`config.mk`:
```
export PLATFORM = sky130hd
export DESIGN_NAME = mmio_uart_tx_flat
export DESIGN_NICKNAME = d
export VERILOG_FILES = /design/src/rtl/mmio_uart_tx_pkg.sv /design/src/rtl/mmio_uart_tx_if.sv /design/src/rtl/mmio_uart_tx_fifo.sv /design/src/rtl/mmio_uart_tx.sv /design/src/flat_wrapper.sv
export SDC_FILE = /design/constraint.sdc
export NUM_CORES = 1
export LEC_CHECK = 0
export ABC_CLOCK_PERIOD_IN_PS = 10400
export CAP_MARGIN = 25
export CELL_PAD_IN_SITES_DETAIL_PLACEMENT = 1
export CELL_PAD_IN_SITES_GLOBAL_PLACEMENT = 1
export CORE_ASPECT_RATIO = 1.4
export CORE_MARGIN = 2
export CORE_UTILIZATION = 46
export CTS_BUF_LIST = sky130_fd_sc_hd__clkbuf_8 sky130_fd_sc_hd__clkbuf_16
export DETAILED_ROUTE_END_ITERATION = 8
export GPL_ROUTABILITY_DRIVEN = 0
export PLACE_DENSITY = 0.84
export SETUP_SLACK_MARGIN = 0.5
export SKIP_LAST_GASP = 1
export SLEW_MARGIN = 20
export SYNTH_ARGS = -nofsm -noshare
export SYNTH_HDL_FRONTEND = slang
export SYNTH_HIERARCHICAL = 1
export SYNTH_SLANG_ARGS = --single-unit
```
`constraint.sdc`:
```
create_clock -name clk -period 10.4 [get_ports clk]
set_input_delay 2.08 -clock clk [delete_from_list [all_inputs] [get_ports clk]]
set_output_delay 2.08 -clock clk [all_outputs]
set_load 0.01 [all_outputs]
```
`src/rtl/mmio_uart_tx_pkg.sv`:
```
// Shared constants for the memory-mapped UART transmitter: register offsets,
// STATUS bit positions and transmit FSM state encoding.
package mmio_uart_tx_pkg;
    localparam logic [1:0] UART_REG_TXDATA = 2'd0;
    localparam logic [1:0] UART_REG_STATUS = 2'd1;
    localparam logic [1:0] UART_REG_DIV    = 2'd2;
    localparam logic [1:0] UART_REG_RSVD   = 2'd3;

    localparam int ST_FULL    = 0;
    localparam int ST_EMPTY   = 1;
    localparam int ST_BUSY    = 2;
    localparam int ST_OVF     = 3;
    localparam int ST_CNT_LSB = 8;

    typedef enum logic [1:0] {
        S_IDLE  = 2'd0,
        S_START = 2'd1,
        S_DATA  = 2'd2,
        S_STOP  = 2'd3
    } tx_state_e;
endpackage

```
`src/rtl/mmio_uart_tx_if.sv`:
```
// CPU data-memory port as seen by the UART: word address, lanes, strobe and
// registered read data.
interface mmio_uart_tx_if;
    logic [29:0] address;
    logic [31:0] data;
    logic [3:0]  byteena;
    logic        wren;
    logic [31:0] q;

    modport master (output address, data, byteena, wren, input q);
    modport slave  (input address, data, byteena, wren, output q);
endinterface

```
`src/rtl/mmio_uart_tx_fifo.sv`:
```
// Byte FIFO with first-word fall-through on rdata; a push while full is
// accepted only when a pop happens on the same edge.
module tx_fifo #(
    parameter int DEPTH = 8,
    localparam int AW = $clog2(DEPTH),
    localparam int CW = $clog2(DEPTH + 1)
) (
    input  logic          clk,
    input  logic          reset_n,
    input  logic          push,
    input  logic          pop,
    input  logic [7:0]    wdata,
    output logic [7:0]    rdata,
    output logic          full,
    output logic          empty,
    output logic [CW-1:0] count
);
    logic [7:0]    mem [DEPTH];
    logic [AW-1:0] wptr, rptr;
    logic          wr_en, rd_en;

    assign full  = (count == CW'(DEPTH));
    assign empty = (count == '0);
    assign wr_en = push & (~full | pop);
    assign rd_en = pop & ~empty;
    assign rdata = mem[rptr];

    always_ff @(posedge clk) begin
        if (!reset_n) begin
            wptr  <= '0;
            rptr  <= '0;
            count <= '0;
        end else begin
            if (wr_en) wptr <= wptr + 1'b1;
            if (rd_en) rptr <= rptr + 1'b1;
            case ({wr_en, rd_en})
                2'b10:   count <= count + 1'b1;
                2'b01:   count <= count - 1'b1;
                default: count <= count;
            endcase
        end
    end

    always_ff @(posedge clk) begin
        if (wr_en) mem[wptr] <= wdata;
    end
endmodule

```
`src/rtl/mmio_uart_tx.sv`:
```
// Memory-mapped 8N1 UART transmitter: TXDATA/STATUS/DIVISOR registers in a
// 4-word window, buffered through tx_fifo, with a bit-period counter FSM.
module mmio_uart_tx
    import mmio_uart_tx_pkg::*;
#(
    parameter logic [29:0] BASE_WADDR = 30'h0002_0000,
    parameter int          FIFO_DEPTH = 8,
    parameter logic [15:0] DIV_RESET  = 16'd433
) (
    input  logic           clk,
    input  logic           reset_n,
    mmio_uart_tx_if.slave  bus,
    output logic           tx,
    output logic           tx_idle
);
    localparam int CW = $clog2(FIFO_DEPTH + 1);

    logic          hit, wr_hit, push, pop, full, empty, ovf, ovf_set, ovf_clr;
    logic [1:0]    off;
    logic [7:0]    rdata;
    logic [CW-1:0] count;
    logic [31:0]   count_ext, status, rd_mux;
    logic [15:0]   divisor;
    logic          unused_bits;

    tx_state_e   state, state_n;
    logic [7:0]  shift, shift_n;
    logic [2:0]  bit_cnt, bit_n;
    logic [15:0] tick, tick_n, div_lat, div_n;

    assign hit         = (bus.address[29:2] == BASE_WADDR[29:2]);
    assign off         = bus.address[1:0];
    assign wr_hit      = bus.wren & hit;
    assign push        = wr_hit & (off == UART_REG_TXDATA) & bus.byteena[0];
    assign ovf_clr     = wr_hit & (off == UART_REG_STATUS) & bus.byteena[0] & bus.data[3];
    assign ovf_set     = push & full & ~pop;
    assign unused_bits = ^{bus.data[31:16], bus.byteena[3:2]};

    tx_fifo #(.DEPTH(FIFO_DEPTH)) u_fifo (
        .clk(clk), .reset_n(reset_n), .push(push), .pop(pop), .wdata(bus.data[7:0]),
        .rdata(rdata), .full(full), .empty(empty), .count(count)
    );

    always_comb begin
        state_n = state;
        shift_n = shift;
        bit_n   = bit_cnt;
        tick_n  = tick;
        div_n   = div_lat;
        pop     = 1'b0;
        tx      = 1'b1;
        case (state)
            S_IDLE: if (!empty) begin
                pop     = 1'b1;
                shift_n = rdata;
                div_n   = divisor;
                tick_n  = '0;
                bit_n   = '0;
                state_n = S_START;
            end
            S_START: begin
                tx     = 1'b0;
                tick_n = tick + 16'd1;
                if (tick == div_lat) begin
                    tick_n  = '0;
                    state_n = S_DATA;
                end
            end
            S_DATA: begin
                tx     = shift[0];
                tick_n = tick + 16'd1;
                if (tick == div_lat) begin
                    tick_n  = '0;
                    shift_n = shift >> 1;
                    if (bit_cnt == 3'd7) state_n = S_STOP;
                    else                 bit_n   = bit_cnt + 3'd1;
                end
            end
            S_STOP: begin
                tick_n = tick + 16'd1;
                if (tick == div_lat) begin
                    tick_n  = '0;
                    state_n = S_IDLE;
                end
            end
            default: state_n = S_IDLE;
        endcase
    end

    always_ff @(posedge clk) begin
        if (!reset_n) begin
            state   <= S_IDLE;
            shift   <= '0;
            bit_cnt <= '0;
            tick    <= '0;
            div_lat <= '0;
        end else begin
            state   <= state_n;
            shift   <= shift_n;
            bit_cnt <= bit_n;
            tick    <= tick_n;
            div_lat <= div_n;
        end
    end

    assign tx_idle = empty & (state == S_IDLE);

    // A set on the same edge as a clear wins, so a lost byte is never hidden.
    always_ff @(posedge clk) begin
        if (!reset_n) begin
            ovf     <= 1'b0;
            divisor <= DIV_RESET;
        end else begin
            ovf <= ovf_set | (ovf & ~ovf_clr);
            if (wr_hit && off == UART_REG_DIV) begin
                if (bus.byteena[1]) divisor[15:8] <= bus.data[15:8];
                if (bus.byteena[0]) divisor[7:0]  <= bus.data[7:0];
            end
        end
    end

    always_comb begin
        count_ext = 32'(count);
        status                       = '0;
        status[ST_FULL]              = full;
        status[ST_EMPTY]             = empty;
        status[ST_BUSY]              = (state != S_IDLE);
        status[ST_OVF]               = ovf;
        status[ST_CNT_LSB +: 4]      = count_ext[3:0];
        rd_mux = '0;
        if (hit) begin
            case (off)
                UART_REG_STATUS: rd_mux = status;
                UART_REG_DIV:    rd_mux = {16'h0, divisor};
                default:         rd_mux = '0;
            endcase
        end
    end

    always_ff @(posedge clk) begin
        if (!reset_n) bus.q <= '0;
        else          bus.q <= rd_mux;
    end
endmodule
```
`src/flat_wrapper.sv`:
```
// flat-port wrapper written by rule: the top's interface ports become plain ports
module mmio_uart_tx_flat import mmio_uart_tx_pkg::*;
#(
    parameter logic [29:0] BASE_WADDR = 30'h0002_0000,
    parameter int          FIFO_DEPTH = 8,
    parameter logic [15:0] DIV_RESET  = 16'd433
)
  (clk, reset_n, tx, tx_idle, bus_address, bus_data, bus_byteena, bus_wren, bus_q);
  mmio_uart_tx_if bus_i ();
  input  logic clk;
  input  logic reset_n;
  output logic tx;
  output logic tx_idle;
  input wire logic [$bits(bus_i.address)-1:0] bus_address;
  input wire logic [$bits(bus_i.data)-1:0] bus_data;
  input wire logic [$bits(bus_i.byteena)-1:0] bus_byteena;
  input wire logic [$bits(bus_i.wren)-1:0] bus_wren;
  output wire logic [$bits(bus_i.q)-1:0] bus_q;
  assign bus_i.address = bus_address;
  assign bus_i.data = bus_data;
  assign bus_i.byteena = bus_byteena;
  assign bus_i.wren = bus_wren;
  assign bus_q = bus_i.q;
  mmio_uart_tx #(.BASE_WADDR(BASE_WADDR), .FIFO_DEPTH(FIFO_DEPTH), .DIV_RESET(DIV_RESET)) u_core (.clk(clk), .reset_n(reset_n), .bus(bus_i), .tx(tx), .tx_idle(tx_idle));
endmodule
```
==> run summary <==
The flow ran to the end, and the final reports show no timing, DRC or antenna violations. The post-route clock skew is 0.0102 ns. The source-to-sink clock delay at the later pin of the worst-skew pair is 0.42 ns. The initial cell density of the core is 0.468. In the finished design, the share of the clock period the worst path needs comes to 0.485. The antenna violation net count after detailed routing is 0. The placed wire-length estimate came out at 11.3 mm.

The total count of max-transition violations in the final report came out at 0. The number of remaining DRC errors is 0. The overall routing resource usage came out at 0.217. The number of buffers added by the clock tree synthesis step is 17. The finished layout holds 829 standard cells, fillers aside. The root buffer cell chosen for the clock tree is clkbuf_16.

Counting instances in the post-synthesis netlist gives the leading cell types as dfxtp_1, edfxtp_1, nand2_1. The number of failing setup endpoints in the final timing report came out at 0. The floorplan step defined a die boundary enclosing 15,600 sq um.

The async set-or-reset flop fraction in the synthesized netlist came out at 0. The post-synthesis cell count is 561. The total power came out at 1310 uW. The max-slew headroom at the worst pin came out at 0.459.

The worst setup path is captured at a flop. The worst-margin pin slew came out at 0.809 ns. Setup repair after global routing left no endpoint under its margin. The number of levels in the clock H-tree came out at 4. The first global-routing pass estimated 25.8 mm of wire. Once the clock tree was built, the resizer swapped 0 gates to a different size.

The minimum clock period came out at 5.04 ns. The analysis attributes to cell leakage a power of 0.00311 uW. The flop and latch count out of synthesis came out at 155.

The cell family contributing the most delay on the critical path is simple AND/OR/NAND/NOR gates. The die outline width came out at 106 um. The number of max-cap violations came out at 0. The delay contributed by the slowest stage of the critical path came out at 0.43 ns.

The mean routed wirelength per cell came out at 19.5 um. Of the post-synthesis cell area, the dominant cell type holds 0.286. The top flip-flop cell by instance count after synthesis is dfxtp_1. The power density relative to cell area is 161 nW/um^2. The number of sinks on the clock net is 155. The number of diodes added for antenna fixing is 0. 103 I/O pins were placed. The number of instances in the placed design is 797. The class of the most critical setup path is in2reg. The row count came out at 52. TritonCTS built the clock tree. The mean number of vias per cell is 5.37.

The number of hold violations in the final report was 0. The clock slew at the register clock pins of the worst setup and hold paths came out at 0.06 ns. Among all stages on the critical path, the largest delay is contributed by clkdlybuf4s50_1.

Data on the critical path arrives at its endpoint at 5.39 ns. The largest total area in the synthesized netlist belongs to edfxtp_1. The initial antenna violation count is 0. The total congestion overflow came out at 0. The sequential fraction of the synthesis area came out at 0.557. In this run the standard cell core region covers 14,400 sq um. The synthesized design contains 64 enable-type register cells. The synthesized area per cell came out at 12.0 sq um.

The total of warnings raised by yosys is 6. Measured on the finished design, the core utilization comes to 0.565. The net count of the finished layout is 712. The vias after detailed routing is 4,450.

The first-pass detailed-route iteration total is 4. The startpoint type of the worst setup path is a primary input. The synthesized netlist occupies a cell area of 6730 sq um. The count of input and output buffers is 68. The worst-case setup margin in the final layout came out at 5.36 ns. The layout overhead on the synthesized area came out at 20.7%. After detailed routing, the total wire length is 16.1 mm. Data on the critical path is required at its endpoint by 10.75 ns. The number of distinct standard cells referenced by the synthesized netlist is 54. The worst voltage drop across the vdd grid came out at 0.118 mV. By area the synthesized netlist is led by edfxtp_1, dfxtp_1, mux4_2, mux2i_1, nand2_1. The worst setup timing slack at the placement stage is 5.05 ns.

No sink is reached through more buffers than the 2 on the longest clock path. The hold buffer count at cts is 0. The largest fanout on the critical path came out at 6. The via count of the first global-routing pass came to 4,913. The summed negative setup slack over all endpoints is 0 ns. The largest net degree at the start of global routing is 68. The die span in y is 147 um.

Together, buffers and inverters on the worst path number 1. The layout cell share with drive strength beyond 1 is 0.120. The starting DRC count in detailed routing is 158. The highest attainable clock frequency is 198 MHz.

The signal on the critical path passes through clkdlybuf4s50_1 -> nor4_1 -> nand4_1 -> nor2_1 -> and3_1 -> and2_1 -> o21ai_2 -> ha_1 -> xor2_1 -> ha_1 -> a21oi_1 -> xor2_1 -> or3_1 -> a21boi_0. Among all cell types in the netlist, the one instantiated most often is dfxtp_1. The post-CTS repair timing setup buffer count came out at 0. The min-delay analysis places its worst path in the category reg2reg.
[cell families after synthesis]
logic type,Yosys count,share of synthesized area
compound gates,59,0.0698
xor+xnor,36,0.0469
simple gates,189,0.141
flops,155,0.557
other cells,1,0.000558
mux,54,0.112
buf+inv,51,0.0433
fa+ha+maj,16,0.0298
[state kept, by name (all words and copies together), names as in the netlist, named ones only]
register,flops
u_core/divisor,16
u_core/ovf,1
u_core/u_fifo/count,4
u_core/bus.q,16
u_core/u_fifo/wptr,3
u_core/bit_cnt,3
u_core/tick,16
u_core/shift,8
u_core/u_fifo/rptr,3
u_core/u_fifo/mem,64
u_core/state,2
u_core/div_lat,16
[routing by layer]
metal	part of all wire	GRT usage
met5	0	0
met3	0.029	0.0386
met4	0.020	0.0849
met1	0.38	0.236
met2	0.57	0.410
[path summary, 6_finish.rpt]
path / startpoint / slack [ns] / to / cells after the start
max: bus_address[4] / 5.36 / u_core/u_fifo/count[2] / 14
min: u_core/div_lat[2] / 0.48 / u_core/div_lat[2] / 2
max reg2reg: u_core/u_fifo/count[0] / 6.10 / u_core/u_fifo/count[2] / 12
min reg2reg: u_core/div_lat[2] / 0.48 / u_core/div_lat[2] / 2
[final cells by class]
cell class              count  area, sq um
multi-input cells         370         2760
fillers                  1461         6260
clock buffers              19          453
inverters                  12         45.0
well taps                 189          236
clock inverters            13          168
flip-flops and latches    155         3740
repair buffers             71          718
[cell usage in the layout (no fill, tap or decap), types with 5 or more instances in the layout]
cell type / instances
dfxtp_1: 91
clkdlybuf4s50_1: 67
nand2_1: 64
edfxtp_1: 64
nor2_1: 39
mux2i_1: 29
xor2_1: 25
a21boi_0: 21
clkbuf_16: 17
nor2b_1: 17
ha_1: 16
conb_1: 16
mux4_2: 16
and2_1: 14
nor4_1: 12
nand3_1: 11
xnor2_1: 11
inv_1: 10
a22oi_1: 9
mux2_2: 9
nand4_1: 7
o21ai_0: 7
o211a_1: 7
nand2b_1: 5
[metrics by stage]
step | hold WS (ns) | cell area [sq um]
2_1_floorplan | 0.449 | 6780
3_3_place_gp | 0.469 | 7460
3_5_place_dp | 0.474 | 7500
4_1_cts | 0.485 | 8120
5_1_grt | 0.506 | 8120
6_report | 0.482 | 8120
[worst register-to-register path, stage by stage, from the launching register on]
cell	delay (ns)
dfxtp_1	0.39
nor4_1	0.30
buf_4	0.20
nand2b_1	0.60
clkinv_1	0.83
o21ai_2	0.56
ha_1	0.33
xor2_1	0.18
ha_1	0.17
a21oi_1	0.05
xor2_1	0.17
or3_1	0.30
a21boi_0	0.15
[report_power, final]
group | internal, uW | leakage, uW | switching [uW]
Sequential | 632 | 0.00131 | 0.000000501
Combinational | 20.0 | 0.00151 | 16.9
Clock | 393 | 0.000301 | 249
Total | 1040 | 0.00311 | 266
No activity file was read; power rests on OpenSTA's default activity.
